===== src/rtl/fifo_pkg.sv =====
// -----------------------------------------------------------------------------
// fifo_pkg
//   Shared definitions for the async FIFO write- and read-side controllers.
//   Provides the default RAM geometry and the Gray/binary conversion helpers.
//   Helpers work on a 32-bit container. Callers zero-extend narrower pointers
//   on the way in and truncate on the way out. Leading zeros do not change
//   either conversion.
// -----------------------------------------------------------------------------
package fifo_pkg;

  localparam int FIFO_ADDR_W = 4;
  localparam int FIFO_DATA_W = 8;

  // Binary to Gray: each bit is the XOR of itself and the next higher bit.
  function automatic logic [31:0] bin2gray(input logic [31:0] x);
    return x ^ (x >> 1);
  endfunction

  // Gray to binary: prefix XOR from the MSB downwards.
  function automatic logic [31:0] gray2bin(input logic [31:0] g);
    logic [31:0] b;
    b[31] = g[31];
    for (int i = 30; i >= 0; i--) begin
      b[i] = b[i+1] ^ g[i];
    end
    return b;
  endfunction

endpackage


===== src/rtl/ptr_sync.sv =====
// -----------------------------------------------------------------------------
// ptr_sync
//   A plain STAGES-deep flop chain for bringing a Gray pointer across a clock
//   domain. There is no logic between the stages. The chain resets
//   synchronously to zero.
// Ports
//   clk  in   1      destination-domain clock
//   rst  in   1      synchronous active-high reset
//   d    in   WIDTH  asynchronous input (Gray coded)
//   q    out  WIDTH  synchronised output (last stage)
// -----------------------------------------------------------------------------
module ptr_sync #(
  parameter int WIDTH  = 5,
  parameter int STAGES = 2
) (
  input  logic             clk,
  input  logic             rst,
  input  logic [WIDTH-1:0] d,
  output logic [WIDTH-1:0] q
);

  logic [WIDTH-1:0] chain [STAGES];

  always_ff @(posedge clk) begin
    if (rst) begin
      for (int i = 0; i < STAGES; i++) begin
        chain[i] <= '0;
      end
    end else begin
      chain[0] <= d;
      for (int i = 1; i < STAGES; i++) begin
        chain[i] <= chain[i-1];
      end
    end
  end

  assign q = chain[STAGES-1];

endmodule


===== src/rtl/async_fifo_wr_ctrl.sv =====
// -----------------------------------------------------------------------------
// async_fifo_wr_ctrl
//   Write-side controller for an async FIFO on a 2**ADDR_W x DATA_W dual-port
//   RAM. It runs entirely in the wr_clk domain and turns push into RAM write
//   controls. It publishes a registered Gray write pointer for the read
//   domain. It synchronises the read Gray pointer back in and derives
//   registered full, almost_full and wr_count flags. These flags are
//   pessimistic and never under-report the fill level.
//
//   Handshake: a word is accepted on a wr_clk edge when push is high and full
//   is low in the cycle before that edge. The RAM captures wr_data on that same
//   edge. A push while full is dropped and does not change the pointer.
//
//   Build option: define FIFO_WR_OVERFLOW_EN to get a sticky overflow flag.
//   The flag sets on any push while full and clears only on rst. Without the
//   macro, overflow is tied low. The port list is the same either way.
//
// Ports
//   wr_clk       in   1         write clock
//   rst          in   1         synchronous active-high reset
//   push         in   1         push request, wr_data valid this cycle
//   wr_data      in   DATA_W    data to store
//   rd_ptr_gray  in   ADDR_W+1  read pointer (Gray) from the read domain
//   ram_wr_en    out  1         RAM write enable (combinational)
//   ram_wr_addr  out  ADDR_W    RAM write address
//   ram_wr_data  out  DATA_W    wr_data passed through
//   wr_ptr_gray  out  ADDR_W+1  registered Gray write pointer
//   full         out  1         FIFO full
//   almost_full  out  1         fill count >= AF_THRESH
//   wr_count     out  ADDR_W+1  fill count seen from the write domain
//   overflow     out  1         sticky push-while-full flag (optional)
// -----------------------------------------------------------------------------
module async_fifo_wr_ctrl
  import fifo_pkg::*;
#(
  parameter int ADDR_W      = FIFO_ADDR_W,
  parameter int DATA_W      = FIFO_DATA_W,
  parameter int AF_THRESH   = 12,
  parameter int SYNC_STAGES = 2
) (
  input  logic              wr_clk,
  input  logic              rst,
  input  logic              push,
  input  logic [DATA_W-1:0] wr_data,
  input  logic [ADDR_W:0]   rd_ptr_gray,
  output logic              ram_wr_en,
  output logic [ADDR_W-1:0] ram_wr_addr,
  output logic [DATA_W-1:0] ram_wr_data,
  output logic [ADDR_W:0]   wr_ptr_gray,
  output logic              full,
  output logic              almost_full,
  output logic [ADDR_W:0]   wr_count,
  output logic              overflow
);

  localparam int PTR_W = ADDR_W + 1;

  logic [PTR_W-1:0] wr_ptr_bin;
  logic [PTR_W-1:0] bin_next;
  logic [PTR_W-1:0] gray_next;
  logic [PTR_W-1:0] rd_sync;
  logic [PTR_W-1:0] rd_bin;
  logic [PTR_W-1:0] fill_next;
  logic             full_next;
  logic             accept;

  // Read pointer crossing: a bare flop chain. The Gray coding means that at
  // most one bit is ever in flight.
  ptr_sync #(
    .WIDTH  (PTR_W),
    .STAGES (SYNC_STAGES)
  ) u_rd_sync (
    .clk (wr_clk),
    .rst (rst),
    .d   (rd_ptr_gray),
    .q   (rd_sync)
  );

  // The write is also held off during reset. This stops a stray RAM write
  // while the pointer is being cleared.
  assign accept      = push & ~full & ~rst;
  assign ram_wr_en   = accept;
  assign ram_wr_addr = wr_ptr_bin[ADDR_W-1:0];
  assign ram_wr_data = wr_data;

  assign bin_next  = wr_ptr_bin + PTR_W'(accept);
  assign gray_next = PTR_W'(bin2gray(32'(bin_next)));
  assign rd_bin    = PTR_W'(gray2bin(32'(rd_sync)));
  assign fill_next = bin_next - rd_bin;

  // Full when the next write pointer is exactly one lap ahead of the read
  // pointer. In Gray this means the top two bits are inverted and the rest
  // are equal.
  assign full_next = (gray_next == {~rd_sync[PTR_W-1:PTR_W-2], rd_sync[PTR_W-3:0]});

  always_ff @(posedge wr_clk) begin
    if (rst) begin
      wr_ptr_bin  <= '0;
      wr_ptr_gray <= '0;
      full        <= 1'b0;
      almost_full <= 1'b0;
      wr_count    <= '0;
    end else begin
      wr_ptr_bin  <= bin_next;
      wr_ptr_gray <= gray_next;
      full        <= full_next;
      almost_full <= (int'(fill_next) >= AF_THRESH);
      wr_count    <= fill_next;
    end
  end

`ifdef FIFO_WR_OVERFLOW_EN
  always_ff @(posedge wr_clk) begin
    if (rst) begin
      overflow <= 1'b0;
    end else if (push && full) begin
      overflow <= 1'b1;
    end
  end
`else
  assign overflow = 1'b0;
`endif

endmodule


===== config.mk =====
export PLATFORM = sky130hd
export DESIGN_NAME = async_fifo_wr_ctrl
export DESIGN_NICKNAME = d
export VERILOG_FILES = /design/src/rtl/fifo_pkg.sv /design/src/rtl/ptr_sync.sv /design/src/rtl/async_fifo_wr_ctrl.sv
export SDC_FILE = /design/constraint.sdc
export NUM_CORES = 1
export LEC_CHECK = 0
export ABC_CLOCK_PERIOD_IN_PS = 3100
export CAP_MARGIN = 10
export CORE_MARGIN = 2
export CORE_UTILIZATION = 43
export DETAILED_ROUTE_END_ITERATION = 12
export PLACE_DENSITY = 0.88
export SYNTH_ARGS = -nofsm -noshare
export SYNTH_HDL_FRONTEND = slang
export SYNTH_SLANG_ARGS = --single-unit

===== constraint.sdc =====
create_clock -name wr_clk -period 3.1 [get_ports wr_clk]
set_input_delay 0.62 -clock wr_clk [delete_from_list [all_inputs] [get_ports wr_clk]]
set_output_delay 0.62 -clock wr_clk [all_outputs]
set_load 0.05 [all_outputs]

=== Word level (Yosys, flattened, before mapping) ===
Memories as Yosys holds them, arrays and structs flattened.
Index checks and enable logic that the tools add are counted.

* Add/subtract/negate cells: 2
* Magnitude comparators: 1
* Equal/unequal tests: 1
* Muxes and demuxes: 5
* Bitwise gates (word level): 12

{| class="wikitable"
|+ Operators with widths
! operator !! number
|-
| 5-bit two-way mux || 2
|-
| 5-bit by 1-bit adder with 5-bit output || 1
|-
| 5-bit equality test || 1
|-
| 5-bit by 4-bit greater-or-equal comparator with 1-bit output, second input constant || 1
|-
| 5-bit subtractor || 1
|-
| 5-bit by 4-bit XOR with 5-bit output || 1
|-
| 1-bit XOR || 4
|-
| 1-bit two-way mux || 3
|-
| 1-bit AND || 2
|-
| 1-bit NOT || 2
|-
| 2-bit NOT || 1
|-
| 1-bit OR || 2
|}

* Register bits after elaboration: 17
* RAM bits: 10
* Bits of input ports: 16
* Memories kept: 1

{| class="wikitable"
|+ Memories
! memory !! depth !! bits a word !! read ports !! clocked after memory_dff !! write ports !! RTL line !! text
|-
| u_rd_sync.chain || 2 || 5 || 2 || 0 || 2 || ptr_sync.sv:22 || <nowiki>logic [WIDTH-1:0] chain [STAGES];</nowiki>
|}

=== Depth between registers and ports, before layout ===
An unclocked memory read counts as a cell.

* Depth in word-level cells: 7
* Gate-level depth with buffers: 11
* Gate-level depth less buffers: 11

=== Modules after synthesis ===
From an unflattened synthesis, not the netlist that was laid out.

* Cells, all modules: 133
* Area, all modules: 1290.0 um^2

{| class="wikitable"
|+ Modules (own cells, without submodules)
! module !! times used !! cells each !! area each (um^2) !! sequential area each (um^2)
|-
| async_fifo_wr_ctrl || 1 || 108 || 989.7 || 320.3
|-
| ptr_sync || 1 || 25 || 300.3 || 200.2
|}

=== Worst setup path before layout ===
OpenSTA, ideal clock, no wires.

* Kind: in2reg
* From: input port rst
* To: register almost_full
* Library setup time: 125 ps
* Arrival time: 3829 ps
* Required time: 2975 ps
* Slack: -854 ps
* Stages: 10
* Buffers on the path: 1
* Path through: clkbuf_1 nor3b_1 ha_1 ha_1 xor2_2 ha_1 a21o_1 a21oi_1 xor2_1 o2bb2ai_1

* Longest elaborated chain between the ends: 5

{| class="wikitable"
|+ Ends and longest elaborated chain
! element !! RTL line !! text
|-
| from (decl) || async_fifo_wr_ctrl.sv:42 || <nowiki>input logic rst,</nowiki>
|-
| 1-bit NOT || async_fifo_wr_ctrl.sv:81 || <nowiki>assign accept = push & ~full & ~rst;</nowiki>
|-
| 1-bit AND || async_fifo_wr_ctrl.sv:81 ||
|-
| named net ram_wr_en || async_fifo_wr_ctrl.sv:46 || <nowiki>output logic ram_wr_en,</nowiki>
|-
| 5-bit by 1-bit adder with 5-bit output || async_fifo_wr_ctrl.sv:86 || <nowiki>assign bin_next = wr_ptr_bin + PTR_W'(accept);</nowiki>
|-
| named net bin_next[2] || async_fifo_wr_ctrl.sv:59 || <nowiki>logic [PTR_W-1:0] bin_next;</nowiki>
|-
| 5-bit subtractor || async_fifo_wr_ctrl.sv:89 || <nowiki>assign fill_next = bin_next - rd_bin;</nowiki>
|-
| 5-bit by 4-bit greater-or-equal comparator with 1-bit output || async_fifo_wr_ctrl.sv:107 || <nowiki>almost_full <= (int'(fill_next) >= AF_THRESH);</nowiki>
|-
| to (signal assigned) || async_fifo_wr_ctrl.sv:107 ||
|-
| to (decl) || async_fifo_wr_ctrl.sv:51 || <nowiki>output logic almost_full,</nowiki>
|}

The timed path passes the listed nets, and every way through them passes these cells.
A chain may end at the register's enable or synchronous reset.

=== Worst setup path in the final report ===
* From: input port rst
* To: register almost_full

* Longest elaborated chain between the ends: 5

{| class="wikitable"
|+ Ends and longest elaborated chain
! element !! RTL line
|-
| 1-bit NOT || async_fifo_wr_ctrl.sv:81
|-
| 1-bit AND || async_fifo_wr_ctrl.sv:81
|-
| 5-bit by 1-bit adder with 5-bit output || async_fifo_wr_ctrl.sv:86
|-
| named net bin_next[2] || async_fifo_wr_ctrl.sv:59
|-
| 5-bit subtractor || async_fifo_wr_ctrl.sv:89
|-
| 5-bit by 4-bit greater-or-equal comparator with 1-bit output || async_fifo_wr_ctrl.sv:107
|}

The timed path passes the listed nets, and every way through them passes these cells.

==> metrics.csv <==
metric,value,unit
vias in the first global route,711,
shortest period the worst path allows,2780,ps
RSZ-0062 raised after global routing,no,
"Slew Viols, Final",0,
Flop pwr share,48.4,%
max incr delay on CP,490,ps
initial antenna violation count,0,
Sw Ratio,31.5,%
combinational share of power,29.9,%
drt pass-1 iters,3,
multi-input logic area,519,sq um
Pleak,0.000593,uW
Switching Power,241,uW
Mean Syn Cell Area,10.3,sq um
row count,18,
worst skew pair latency,320,ps
ANT cells,0,
crit path DAT,3000,ps
# DRC,0,
CP dominant cell by count,ha_1,
skew final,1.65,ps
Compound-Gate Fraction of Synth Area,3.50,%
# clock sinks,26,
synthesized flop and latch total,26,
first-pass GRT wire length,2.94,mm
largest net degree at the start of global routing,27,
number of synthesized flops with an enable pin,0,
clk buf depth,2,
TritonCTS clock tree,built,
Worst EP required,3320,ps
Final Setup Violations,0,
"Seq/Total Area, Yosys",47.0,%
cts repair resizes,0,
Total Wirelength,1.88,mm
post-synthesis simple-gate area fraction,14.1,%
post-CTS setup buffers,0,
number of H-tree levels,1,
Synth Instances,108,
post-synthesis adder-cell area fraction,9.72,%
status,finished clean,
dominant cell type by area after synthesis,dfxtp_1,
Peak VDD IR,0.000353,V
Vert. Die Dim,54.7,um
final core occ,58.3,%
global route overflow,0,
Die Area,3000,sq um
ys flop type,dfxtp_1,
Unique masters post-synth,19,
kind of critical path,primary input to flop,
"Reg clk slew, reported paths",130,ps
Internal,523,uW
syn_nets,132,
post-route ant nets,0,
Die Span X,54.7,um
xor/xnor share of the synthesized area,16.5,%
Tot Pwr,764,uW
Syn. warnings,0,
Initial Util,45.1,%
layout cell share with drive strength beyond 1,10.7,%
post-synthesis mux area share,0,%
area of the core,2450,sq um
asr flop ratio synth,0,%
GPL Wtd Cong,0.777,
sequential cell area,520,sq um
CTS buffer count,3,
clk root buf,clkbuf_4,
Detail Placement HPWL,1.54,mm
Worst Hold Class,flop to flop,
Fmax achieved,359,MHz
wire length per cell,11.7,um
slowest CP cell,clkdlybuf4s50_1,
IO Count,42,
Nets,156,
"critical path, cell by cell","clkdlybuf4s50_1, nor3b_4, ha_1, ha_1, xor2_4, ha_1, a21o_1, a21oi_1, xor2_1, o2bb2ai_1",
Max-cap violations,0,
Power per Cell Area,534,nW/um^2
combinational family with the most area after synthesis,XOR/XNOR gates,
Critical Path End Type,flop,
most frequent cell after synthesis,dfxtp_1,
top post-synthesis cells by area,"dfxtp_1 47%, xnor2_1 9.5%, ha_1 7.9%",
Tot GR Track Use,14.5,%
P&R area growth vs syn,29.3,%
"Cell Area, Synth",1110,sq um
final hold vios,0,
Inst Count DP,157,
Tightest Pin Transition,507,ps
Finished Layout Cells,161,
vias per cell,4.57,
period utilization,89.8,%
Slew headroom,66.1,%
first-iteration detailed-routing DRC count,4,
Worst Path Max Fanout,2,
Clk pwr share,21.7,%
fillcell total,214,
cts hold-fix bufs,0,
Yosys top cell area share,47.0,%
crit path launch type,primary input,
PortBufs,24,
vias,736,
"top cells by count, synth","26 x dfxtp_1, 12 x nor2_1, 12 x nor2b_1, 12 x xnor2_1, 9 x buf_4",
## layout make-up
| type | instances | area share [%] |
|---|---|---|
| Timing Repair Buffer | 30 | 20.6 |
| Multi-Input combinational cell | 65 | 36.3 |
| Clock buffer | 4 | 2.53 |
| Tap cell | 30 | 2.62 |
| Inverter | 6 | 1.57 |
| Sequential cell | 26 | 36.4 |
## power groups by stage
stage | Combinational, uW | Sequential, uW | Clock [uW]
floorplan | 113 | 450 | 0
global placement | 225 | 376 | 0
detailed placement | 230 | 378 | 0
CTS | 231 | 370 | 173
global route | 246 | 372 | 183
finish | 228 | 370 | 166
## state kept, by name, summed over array words and instances (netlist names)
name	cells
wr_count	5
u_rd_sync.chain	10
full	1
wr_ptr_gray	5
almost_full	1
wr_ptr_bin	4
## per-layer routing
metal  share of wire, %  wire, um  track usage [%]
met1                 37       699             13.9
met2                 55      1030             28.0
met3                5.6       106             2.73
met4                2.3        44             8.75
met5                  0         0                0
## worst paths after layout
path / startpoint / endpoint / slack (ps) / cells past startpoint
setup reg to reg: u_rd_sync.chain[0][9] / almost_full / 410 / 11
hold / removal: u_rd_sync.chain[0][0] / u_rd_sync.chain[0][5] / 450 / 1
hold reg to reg: u_rd_sync.chain[0][0] / u_rd_sync.chain[0][5] / 450 / 1
setup / recovery: rst / almost_full / 320 / 10
## cell families after synthesis
| group | count (synthesis) |
|---|---|
| buffers and inverters | 17 |
| adders and majority gates | 8 |
| and+or+nand+nor | 30 |
| AOI/OAI and AO/OA | 6 |
| xor gates and xnor gates | 20 |
| DFF | 26 |
| other | 1 |
## critical path: cells and delay by family
family	cells	cell delay, ps
xor gates and xnor gates	2	400
AOI/OAI and AO/OA	3	480
buffers and inverters	1	490
adders and majority gates	3	760
and+or+nand+nor	1	240
## placed cells by master, fill, tap and decap left out, drive strengths merged
cell	netlist	layout
nor2	12	12
a21o	2	2
clkdlybuf4s50	0	23
dfxtp	26	26
o2bb2ai	1	1
conb	1	1
inv	6	6
fa	1	1
ha	7	7
xor2	8	8
a21oi	3	3
buf	9	7
nor2b	12	12
or4	1	1
or3	1	1
nor3b	1	1
clkbuf	2	4
xnor2	12	12
nand3	3	3
## stage by stage
| step | TNS, ps | worst slack, ps | cell area, sq um | hold slack, ps |
|---|---|---|---|---|
| CTS | 0 | 291 | 1430 | 455 |
| floorplan | -31.1 | -31.1 | 1140 | 414 |
| detailed placement | -81.4 | -46.9 | 1400 | 424 |
| finish | 0 | 317 | 1430 | 450 |
| global placement | 0 | 43.2 | 1400 | 418 |
| global route | 0 | 196 | 1430 | 461 |
No activity file was read; power rests on OpenSTA's default activity.
